File: src/rtl/ip_scc_arb_pkg.sv
// rtl/ip_scc_arb_pkg.sv - shared types and constants for the SCC bank RAM arbiter
//
// Purpose: arbiter FSM state encoding, latency counter width, default
// memory address width. Imported by every arbiter file.
package ip_scc_arb_pkg;

  // Default RAM address width (16 KiB SCC bank RAM).
  localparam int unsigned ARB_ADDR_W = 14;

  // Read latency counter width; holds MEM_RD_LATENCY values 1..3.
  localparam int unsigned LAT_CNT_W = 2;

  typedef enum logic [2:0] {
    ST_IDLE     = 3'd0,
    ST_BUS_ACC  = 3'd1,
    ST_BUS_WAIT = 3'd2,
    ST_AUX_ACC  = 3'd3,
    ST_AUX_WAIT = 3'd4
  } arb_state_e;

endpackage

File: src/rtl/ip_scc_arb_lat_counter.sv
// rtl/ip_scc_arb_lat_counter.sv - loadable down-counter timing the RAM read latency
//
// Purpose: counts the clocks between a read strobe and valid RAM data.
// Shared by the bus and aux wait states.
// Ports:
//   clk_i, reset_i  clock, synchronous active-high reset
//   load_i          load load_val_i (takes priority over counting)
//   load_val_i      number of wait clocks to time
//   done_o          last wait clock (count at 1 or 0)
module ip_scc_arb_lat_counter
  import ip_scc_arb_pkg::*;
(
  input  logic                 clk_i,
  input  logic                 reset_i,
  input  logic                 load_i,
  input  logic [LAT_CNT_W-1:0] load_val_i,
  output logic                 done_o
);

  logic [LAT_CNT_W-1:0] count_q;
  logic [LAT_CNT_W-1:0] count_d;

  always_comb begin
    count_d = count_q;
    if (load_i) begin
      count_d = load_val_i;
    end else if (count_q != '0) begin
      count_d = count_q - LAT_CNT_W'(1);
    end
  end

  always_ff @(posedge clk_i) begin
    if (reset_i) begin
      count_q <= '0;
    end else begin
      count_q <= count_d;
    end
  end

  // Loaded with N on entry to a wait state: done in the Nth wait clock.
  assign done_o = (count_q <= LAT_CNT_W'(1));

endmodule

File: src/rtl/ip_scc_memory_arbiter.sv
// rtl/ip_scc_memory_arbiter.sv - SCC bank RAM arbiter, MSX bus priority plus aux port
//
// Purpose: shares the single-port SCC bank RAM between the MSX bus (fixed
// priority, one strobe per bus cycle, read data held for the rest of the
// cycle) and an auxiliary loader/debug port (req/ack handshake) that uses
// idle memory cycles.
// Optional: `define IP_SCC_ARB_WRITE_PROTECT_EN adds bus_wp_i; protected bus
// writes walk through BUS_ACC without any RAM strobe.
// Ports:
//   clk_i, reset_i                      clock, synchronous active-high reset
//   bus_active_i/bus_wr_i/bus_address_i/bus_wdata_i  MSX bus cycle inputs
//   bus_wp_i (optional)                 bus write protect
//   bus_rdata_o/bus_rdata_en_o          held bus read data and valid
//   aux_req_i/aux_wr_i/aux_address_i/aux_wdata_i     aux request inputs
//   aux_ack_o/aux_rdata_o/aux_rdata_valid_o          aux handshake and read data
//   mem_n_cs_o/mem_n_rd_o/mem_n_wr_o    RAM strobes, active-low
//   mem_address_o/mem_wdata_o/mem_rdata_i            RAM address and data
module ip_scc_memory_arbiter
  import ip_scc_arb_pkg::*;
#(
  parameter int unsigned MEM_RD_LATENCY = 1,
  parameter int unsigned ADDR_W         = ARB_ADDR_W
) (
  input  logic              clk_i,
  input  logic              reset_i,
  input  logic              bus_active_i,
  input  logic              bus_wr_i,
`ifdef IP_SCC_ARB_WRITE_PROTECT_EN
  input  logic              bus_wp_i,
`endif
  input  logic [ADDR_W-1:0] bus_address_i,
  input  logic [7:0]        bus_wdata_i,
  output logic [7:0]        bus_rdata_o,
  output logic              bus_rdata_en_o,
  input  logic              aux_req_i,
  input  logic              aux_wr_i,
  input  logic [ADDR_W-1:0] aux_address_i,
  input  logic [7:0]        aux_wdata_i,
  output logic              aux_ack_o,
  output logic [7:0]        aux_rdata_o,
  output logic              aux_rdata_valid_o,
  output logic              mem_n_cs_o,
  output logic              mem_n_rd_o,
  output logic              mem_n_wr_o,
  output logic [ADDR_W-1:0] mem_address_o,
  output logic [7:0]        mem_wdata_o,
  input  logic [7:0]        mem_rdata_i
);

  arb_state_e        state_q, state_d;
  logic              bus_active_q;
  logic              bus_pending_q, bus_pending_d;
  logic              acc_wr_q, acc_wr_d;
  logic              mem_n_cs_q, mem_n_cs_d;
  logic              mem_n_rd_q, mem_n_rd_d;
  logic              mem_n_wr_q, mem_n_wr_d;
  logic [ADDR_W-1:0] mem_address_q, mem_address_d;
  logic [7:0]        mem_wdata_q, mem_wdata_d;
  logic [7:0]        bus_rdata_q, bus_rdata_d;
  logic              bus_rdata_en_q, bus_rdata_en_d;
  logic              aux_ack_q, aux_ack_d;
  logic [7:0]        aux_rdata_q, aux_rdata_d;
  logic              aux_rdata_valid_q, aux_rdata_valid_d;

  logic bus_start;
  logic bus_blocked;
  logic lat_load;
  logic lat_done;

  // One access per MSX cycle: only the rising edge of bus_active counts.
  assign bus_start = bus_active_i & ~bus_active_q;

`ifdef IP_SCC_ARB_WRITE_PROTECT_EN
  assign bus_blocked = bus_wr_i & bus_wp_i;
`else
  assign bus_blocked = 1'b0;
`endif

  ip_scc_arb_lat_counter u_lat_counter (
    .clk_i      (clk_i),
    .reset_i    (reset_i),
    .load_i     (lat_load),
    .load_val_i (LAT_CNT_W'(MEM_RD_LATENCY)),
    .done_o     (lat_done)
  );

  always_comb begin
    state_d           = state_q;
    bus_pending_d     = bus_pending_q;
    acc_wr_d          = acc_wr_q;
    mem_n_cs_d        = 1'b1;
    mem_n_rd_d        = 1'b1;
    mem_n_wr_d        = 1'b1;
    mem_address_d     = mem_address_q;
    mem_wdata_d       = mem_wdata_q;
    bus_rdata_d       = bus_rdata_q;
    bus_rdata_en_d    = bus_rdata_en_q;
    aux_ack_d         = 1'b0;
    aux_rdata_d       = aux_rdata_q;
    aux_rdata_valid_d = 1'b0;
    lat_load          = 1'b0;

    unique case (state_q)
      ST_IDLE: begin
        // A pending request is only honoured while its bus cycle is alive.
        if (bus_start || (bus_pending_q && bus_active_i)) begin
          state_d       = ST_BUS_ACC;
          bus_pending_d = 1'b0;
          acc_wr_d      = bus_wr_i;
          mem_address_d = bus_address_i;
          mem_wdata_d   = bus_wdata_i;
          if (!bus_blocked) begin
            mem_n_cs_d = 1'b0;
            mem_n_rd_d = bus_wr_i;
            mem_n_wr_d = ~bus_wr_i;
          end
        end else if (aux_req_i) begin
          state_d       = ST_AUX_ACC;
          aux_ack_d     = 1'b1;
          acc_wr_d      = aux_wr_i;
          mem_address_d = aux_address_i;
          mem_wdata_d   = aux_wdata_i;
          mem_n_cs_d    = 1'b0;
          mem_n_rd_d    = aux_wr_i;
          mem_n_wr_d    = ~aux_wr_i;
        end
      end
      ST_BUS_ACC: begin
        if (acc_wr_q) begin
          state_d = ST_IDLE;
        end else begin
          state_d  = ST_BUS_WAIT;
          lat_load = 1'b1;
        end
      end
      ST_BUS_WAIT: begin
        if (lat_done) begin
          state_d = ST_IDLE;
          if (bus_active_i) begin
            bus_rdata_d    = mem_rdata_i;
            bus_rdata_en_d = 1'b1;
          end
        end
      end
      ST_AUX_ACC: begin
        if (acc_wr_q) begin
          state_d = ST_IDLE;
        end else begin
          state_d  = ST_AUX_WAIT;
          lat_load = 1'b1;
        end
      end
      ST_AUX_WAIT: begin
        if (lat_done) begin
          state_d           = ST_IDLE;
          aux_rdata_d       = mem_rdata_i;
          aux_rdata_valid_d = 1'b1;
        end
      end
      default: begin
        state_d = ST_IDLE;
      end
    endcase

    // Bus cycle started while the RAM is busy: remember it for the next IDLE.
    if (bus_start && (state_q != ST_IDLE)) begin
      bus_pending_d = 1'b1;
    end

    // Bus cycle over: drop held data and any access that was never issued.
    if (!bus_active_i) begin
      bus_pending_d  = 1'b0;
      bus_rdata_d    = '0;
      bus_rdata_en_d = 1'b0;
    end
  end

  always_ff @(posedge clk_i) begin
    if (reset_i) begin
      state_q           <= ST_IDLE;
      bus_active_q      <= 1'b0;
      bus_pending_q     <= 1'b0;
      acc_wr_q          <= 1'b0;
      mem_n_cs_q        <= 1'b1;
      mem_n_rd_q        <= 1'b1;
      mem_n_wr_q        <= 1'b1;
      mem_address_q     <= '0;
      mem_wdata_q       <= '0;
      bus_rdata_q       <= '0;
      bus_rdata_en_q    <= 1'b0;
      aux_ack_q         <= 1'b0;
      aux_rdata_q       <= '0;
      aux_rdata_valid_q <= 1'b0;
    end else begin
      state_q           <= state_d;
      bus_active_q      <= bus_active_i;
      bus_pending_q     <= bus_pending_d;
      acc_wr_q          <= acc_wr_d;
      mem_n_cs_q        <= mem_n_cs_d;
      mem_n_rd_q        <= mem_n_rd_d;
      mem_n_wr_q        <= mem_n_wr_d;
      mem_address_q     <= mem_address_d;
      mem_wdata_q       <= mem_wdata_d;
      bus_rdata_q       <= bus_rdata_d;
      bus_rdata_en_q    <= bus_rdata_en_d;
      aux_ack_q         <= aux_ack_d;
      aux_rdata_q       <= aux_rdata_d;
      aux_rdata_valid_q <= aux_rdata_valid_d;
    end
  end

  assign bus_rdata_o       = bus_rdata_en_q ? bus_rdata_q : 8'h00;
  assign bus_rdata_en_o    = bus_rdata_en_q;
  assign aux_ack_o         = aux_ack_q;
  assign aux_rdata_o       = aux_rdata_q;
  assign aux_rdata_valid_o = aux_rdata_valid_q;
  assign mem_n_cs_o        = mem_n_cs_q;
  assign mem_n_rd_o        = mem_n_rd_q;
  assign mem_n_wr_o        = mem_n_wr_q;
  assign mem_address_o     = mem_address_q;
  assign mem_wdata_o       = mem_wdata_q;

endmodule

File: config.mk
export PLATFORM = sky130hd
export DESIGN_NAME = ip_scc_memory_arbiter
export DESIGN_NICKNAME = d
export VERILOG_FILES = /design/src/rtl/ip_scc_arb_pkg.sv /design/src/rtl/ip_scc_arb_lat_counter.sv /design/src/rtl/ip_scc_memory_arbiter.sv
export SDC_FILE = /design/constraint.sdc
export NUM_CORES = 1
export LEC_CHECK = 0
export ABC_CLOCK_PERIOD_IN_PS = 1900
export CAP_MARGIN = 10
export CORE_MARGIN = 2
export CORE_UTILIZATION = 40
export CTS_CLUSTER_DIAMETER = 200
export DETAILED_ROUTE_END_ITERATION = 8
export PLACE_DENSITY = 0.79
export SYNTH_ARGS = -nofsm -noshare
export SYNTH_HDL_FRONTEND = slang
export SYNTH_SLANG_ARGS = --single-unit
File: constraint.sdc
create_clock -name clk_i -period 1.9 [get_ports clk_i]
set_input_delay 0.285 -clock clk_i [delete_from_list [all_inputs] [get_ports clk_i]]
set_output_delay 0.285 -clock clk_i [all_outputs]
set_load 0.03 [all_outputs]
Word level (Yosys, flattened, before mapping). Index checks and enable logic that the tools add are counted.

Word-level logic and storage cells: 81. Input bits: 58. Bits in registers: 52. Output and inout bits: 44.

Add/subtract/negate cells: 1. Multiplexer cells: 28. Reduce and logical (&&, ||, !) cells: 22. Magnitude comparators: 1. Bitwise operators: 7. Equality and inequality tests: 6.

Operators with widths (number): 2-to-1 mux 14 bit (2); 2-to-1 mux 8 bit (3); 2-to-1 mux 1 bit (17); 2-to-1 mux 3 bit (4); case mux 3 bit (4 select lines) (1); OR reduction 2 bit (6); AND reduction 2 bit (5); nonzero test 2 bit (5); == test 3 x 2 -> 1 bit, second input constant (2); NOT 1 bit (6); == test 3 x 1 -> 1 bit, second input constant (1); == test 3 bit, second input constant (1); zero test 3 bit (1); inequality test 3 bit, second input constant (1); nonzero test 3 bit (1); OR reduction 3 bit (1); <= comparator 2 x 1 -> 1 bit, second input constant (1); logical AND 1 bit (2); 2-to-1 mux 2 bit (1); inequality test 2 x 1 -> 1 bit, second input constant (1); subtractor 2 x 1 -> 2 bit, second input constant (1); bitwise AND 1 bit (1); logical OR 1 bit (1).

Longest topological paths before layout.
Depth in word-level cells: 6. Gate-level depth with buffers: 7. Depth with buffers taken out: 6.

Modules after synthesis. A second synthesis with hierarchy kept.

Cells, all modules: 276. Area, all modules: 2270.9 um^2.

Modules (own cells, without submodules): ip_scc_memory_arbiter (seq. area each 1001.0 um^2, instances 1, cells an instance 261, area an instance 2132.0 um^2); ip_scc_arb_lat_counter (seq. area each 40.0 um^2, instances 1, cells an instance 15, area an instance 138.9 um^2).

Worst setup path after synthesis. No wires, ideal clock.

Kind: reg2reg. Start point: register u_lat_counter.count_q[1]. End point: register aux_rdata_q[0] (netlist: aux_rdata_o[0]). Setup time: 0.128 ns. Slack: 0.484 ns. Path buffers: 1. Arrival: 1.288 ns. Required time: 1.772 ns. Clock period less this slack: 1.416 ns. Stages on the path, launching flop included: 8. Cell sequence: dfxtp_1 inv_1 ha_1 nand2b_1 nand3_1 buf_2 mux2i_1 nor2_1.

Cells in the longest elaborated chain, start to end: 2.

Ends and longest elaborated chain: start: declaration (RTL line ip_scc_arb_lat_counter.sv:20) `logic [LAT_CNT_W-1:0] count_q;`; start signal: assignment (RTL line ip_scc_arb_lat_counter.sv:36) `count_q <= count_d;`; <= comparator 2 x 1 -> 1 bit (RTL line ip_scc_arb_lat_counter.sv:41) `assign done_o = (count_q <= LAT_CNT_W'(1));`; AND reduction 2 bit (no line); end signal: assignment (RTL line ip_scc_memory_arbiter.sv:207) `aux_rdata_q <= aux_rdata_d;`; end: declaration (RTL line ip_scc_memory_arbiter.sv:62) `logic [7:0] aux_rdata_q, aux_rdata_d;`.

Every way passes these cells. A chain may end at the register's enable or synchronous reset.

Worst setup path after layout.
Start point: register bus_rdata_en_q (netlist: bus_rdata_en_o). End point: output port bus_rdata_o[2].

Cells in the longest elaborated chain, start to end: 1.

Ends and longest elaborated chain: start: declaration (RTL line ip_scc_memory_arbiter.sv:60) `logic bus_rdata_en_q, bus_rdata_en_d;`; start signal: assignment (RTL line ip_scc_memory_arbiter.sv:205) `bus_rdata_en_q <= bus_rdata_en_d;`; 2-to-1 mux 8 bit (RTL line ip_scc_memory_arbiter.sv:212) `assign bus_rdata_o = bus_rdata_en_q ? bus_rdata_q : 8'h00;`; end: declaration (RTL line ip_scc_memory_arbiter.sv:33) `output logic [7:0] bus_rdata_o,`.

Every way passes these cells.

==> impl_metrics.ini <==
[placed_design]
post-dp-hpwl_mm = 4.07
numPortBuffers = 101
placed_cells = 419
placed_area_um2 = 3300
place_congestion = 0.849

[finish]
fin_area_um2 = 3400
nFillCells = 486
final_layout_size_suffix_gt1_share_pct = 6.48
layout-area-overhead-vs-synth_pct = 52.5
layout.nets = 414
ant_diodes = 0
post_layout_nonfiller_instances = 427

[pwr]
clock_share_of_power_pct = 21.7
p_per_area_nw_per_um2 = 875
power_frac_seq_pct = 44.1
p_comb_share_pct = 34.3
switchingPower_uw = 989
power_report.internal_total_mw = 1.99
switching_share_pct = 33.2
vdd_drop_max_mv = 0.488
power.static_leakage_nw = 1.40
design_power_total_mw = 2.98

[grt]
antenna_found_initial = 0
maximum_number_of_pins_on_one_net_before_global_route_repair = 28
first_global_vias = 2089
grt_first_pass_wirelength_mm = 9.28
combined_global_route_utilization_of_all_metal_layers_pct = 18.9
grt_overflow = 0

[worst_hold_path]
holdCritPathClass = reg2reg
min_path_cells = 2
worstHoldEndpoint = mem_address_o[0]
worstHoldStart = mem_address_o[0]

[drt]
routedWlPerCell_um = 13.5
drt_first_pass_iters = 4
detail-route-antenna-nets = 0
via_count = 2151
drt_drc_violations_left = 0
drt-initial-drc-count = 111
drt_wl_total_mm = 5.78
via_per_inst = 5.04

[floorplan]
design.portCount = 102
die-area_um2 = 6190
rows = 27
start_util_pct = 41.0
dieHeight_um = 78.7
floorplan.die.width_um = 78.7
design.core.area_um2 = 5440

[sta]
rsz0062_at_grt = no
finalHoldViolations = 0
final-max-slew-violation-count = 0
finalCriticalPeriod_ns = 1.82
worst_slew_margin_rel_pct = 58.6
fin_tns_setup_ns = 0
fin_skew_ns = 0.0133
final_min_period_over_clock_period_pct = 95.6
finalSetupViolCount = 0
max_clock_freq_mhz = 551
tightestPinTransition_ns = 0.619

[synthesis]
synth_enable_flop_cells = 0
asyncSetResetFlopFracSynth_pct = 0
post_synth_most_frequent_cells = sky130_fd_sc_hd__dfxtp_1, sky130_fd_sc_hd__inv_1, sky130_fd_sc_hd__a21oi_1, sky130_fd_sc_hd__o21ai_0, sky130_fd_sc_hd__nor2_1
synth.area.top_cells = sky130_fd_sc_hd__dfxtp_1, sky130_fd_sc_hd__a221oi_1, sky130_fd_sc_hd__mux2i_1
most_common_flop_cell_mapped_by_yosys = sky130_fd_sc_hd__dfxtp_1
postSynthCellCount = 254
synth_largest_area_cell = sky130_fd_sc_hd__dfxtp_1
yosysMostFrequentCell = sky130_fd_sc_hd__dfxtp_1
synth.net_count = 314
ys_seq_area_share_pct = 46.7
ys_ff_latch = 52
synth_cell_type_count = 30
yosysWarningCount = 0
synth.top_cell.area_share_pct = 46.7
syn_area_per_cell_um2 = 8.78
post_synth_instance_area_um2 = 2230

[worst_setup_path]
worstReg2RegStart = u_lat_counter.count_q[1]
r2r.worst_path.cells = 6
r2r-end = bus_rdata_q[2]
cp_data_required_time_ns = 1.62
worst-endpoint-arrival_ns = 1.53
critPathCaptureType = output port
worstPathMaxFanout = 10
r2r_slack_ns = 0.21
path_class = reg2out
startpoint_type = flip-flop

[clocking]
clk_root_buffer_cell = sky130_fd_sc_hd__clkbuf_8
clkLatencyLatePin_ns = 0.31
clk_pin_slew_worst_paths_ns = 0.09
cts_max_level = 2
cts-root-to-sink-buffers = 2
clock_sink_count = 52
tritoncts = done
cts_inserted_buffers = 5

[job]
drv_cap = 0

[status]
status = finished, final reports clean
kinds of logic after synthesis:
logic type,share of synthesized area (%)
muxes,7.18
DFF,46.7
and+or+nand+nor,11.6
AOI/OAI and AO/OA,22.3
xor gates and xnor gates,0.785
adders and majority gates,1.12
buffers and inverters,10.4
timing repair:
item                                    in CTS  in global routing
hold buffers                                 0                  0
resized for setup                            4                  1
endpoints found under the setup margin       8                 14
setup buffers                                0                  0
flip-flops by register name, indices dropped and copies added (netlist names), 2 cells and up:
name	flops
mem_wdata_o	8
u_lat_counter.count_q	2
mem_address_o	14
state_q	3
aux_rdata_o	8
bus_rdata_q	8
critical path: stages, from the launching register on:
cell and delay (ns):
sky130_fd_sc_hd__dfxtp_2 0.42, sky130_fd_sc_hd__and2_1 0.15, sky130_fd_sc_hd__clkdlybuf4s50_1 0.66
cell type report:
class | count | area (µm²) | share of cell area, %
Clock buffer | 7 | 86.3 | 2.54
Clock inverter | 1 | 7.51 | 0.221
Inverter | 30 | 113 | 3.31
Multi-Input combinational cell | 152 | 966 | 28.4
Sequential cell | 52 | 1040 | 30.6
Tap cell | 72 | 90.1 | 2.65
Timing Repair Buffer | 113 | 1100 | 32.3
power groups by stage:
stage          clock [mW]  sequential (mW)  combinational [mW]
2_1_floorplan           0             1.49               0.478
4_1_cts             0.665             1.31                1.02
6_report            0.645             1.31                1.02
3_5_place_dp            0             1.33                1.02
5_1_grt             0.712             1.32                1.11
3_3_place_gp            0             1.33               0.999
layout by cell type (no fill, tap or decap), drive strengths merged, types with 2 or more instances in the layout:
cell           instances
buf                   12
clkbuf                 7
nand2b                 2
nand2                  4
dlygate4sd2            3
nor3                   3
nand3                  4
dfxtp                 52
and3                   2
clkdlybuf4s50         98
o21ai                 27
ha                     2
mux2i                 16
a221oi                23
nor2                  24
inv                   30
and2                   9
a21oi                 27
how the worst max path moves through the flow:
stage                              from          endpoint  cells past startpoint
4_1_cts                  bus_rdata_en_o    bus_rdata_o[7]                      2
2_1_floorplan  u_lat_counter.count_q[1]    aux_rdata_o[0]                      7
3_3_place_gp               bus_active_i  mem_address_o[4]                      4
5_1_grt                  bus_rdata_en_o    bus_rdata_o[1]                      2
3_5_place_dp               bus_active_i    mem_wdata_o[7]                      4
6_report                 bus_rdata_en_o    bus_rdata_o[2]                      2
layer usage:
layer / global-route usage (%) / wire [µm] / vias up
met2: 32.7 / 2770 / 84
met4: 6.49 / 90 / 0
met3: 6.90 / 477 / 8
met1: 21.2 / 2440 / 982
met5: 0 / 0 / -
li1: - / - / 1077
through the flow:
| step | utilization, % | hold WS, ns | setup WS (ns) |
|---|---|---|---|
| global placement | 60.7 | 0.455 | -0.109 |
| finish | 62.5 | 0.471 | 0.0845 |
| global route | 62.5 | 0.498 | 0.0190 |
| CTS | 62.4 | 0.475 | 0.0687 |
| floorplan | - | 0.403 | 0.484 |
| detailed placement | 60.7 | 0.460 | -0.149 |
No activity file was read; power rests on OpenSTA's default activity.
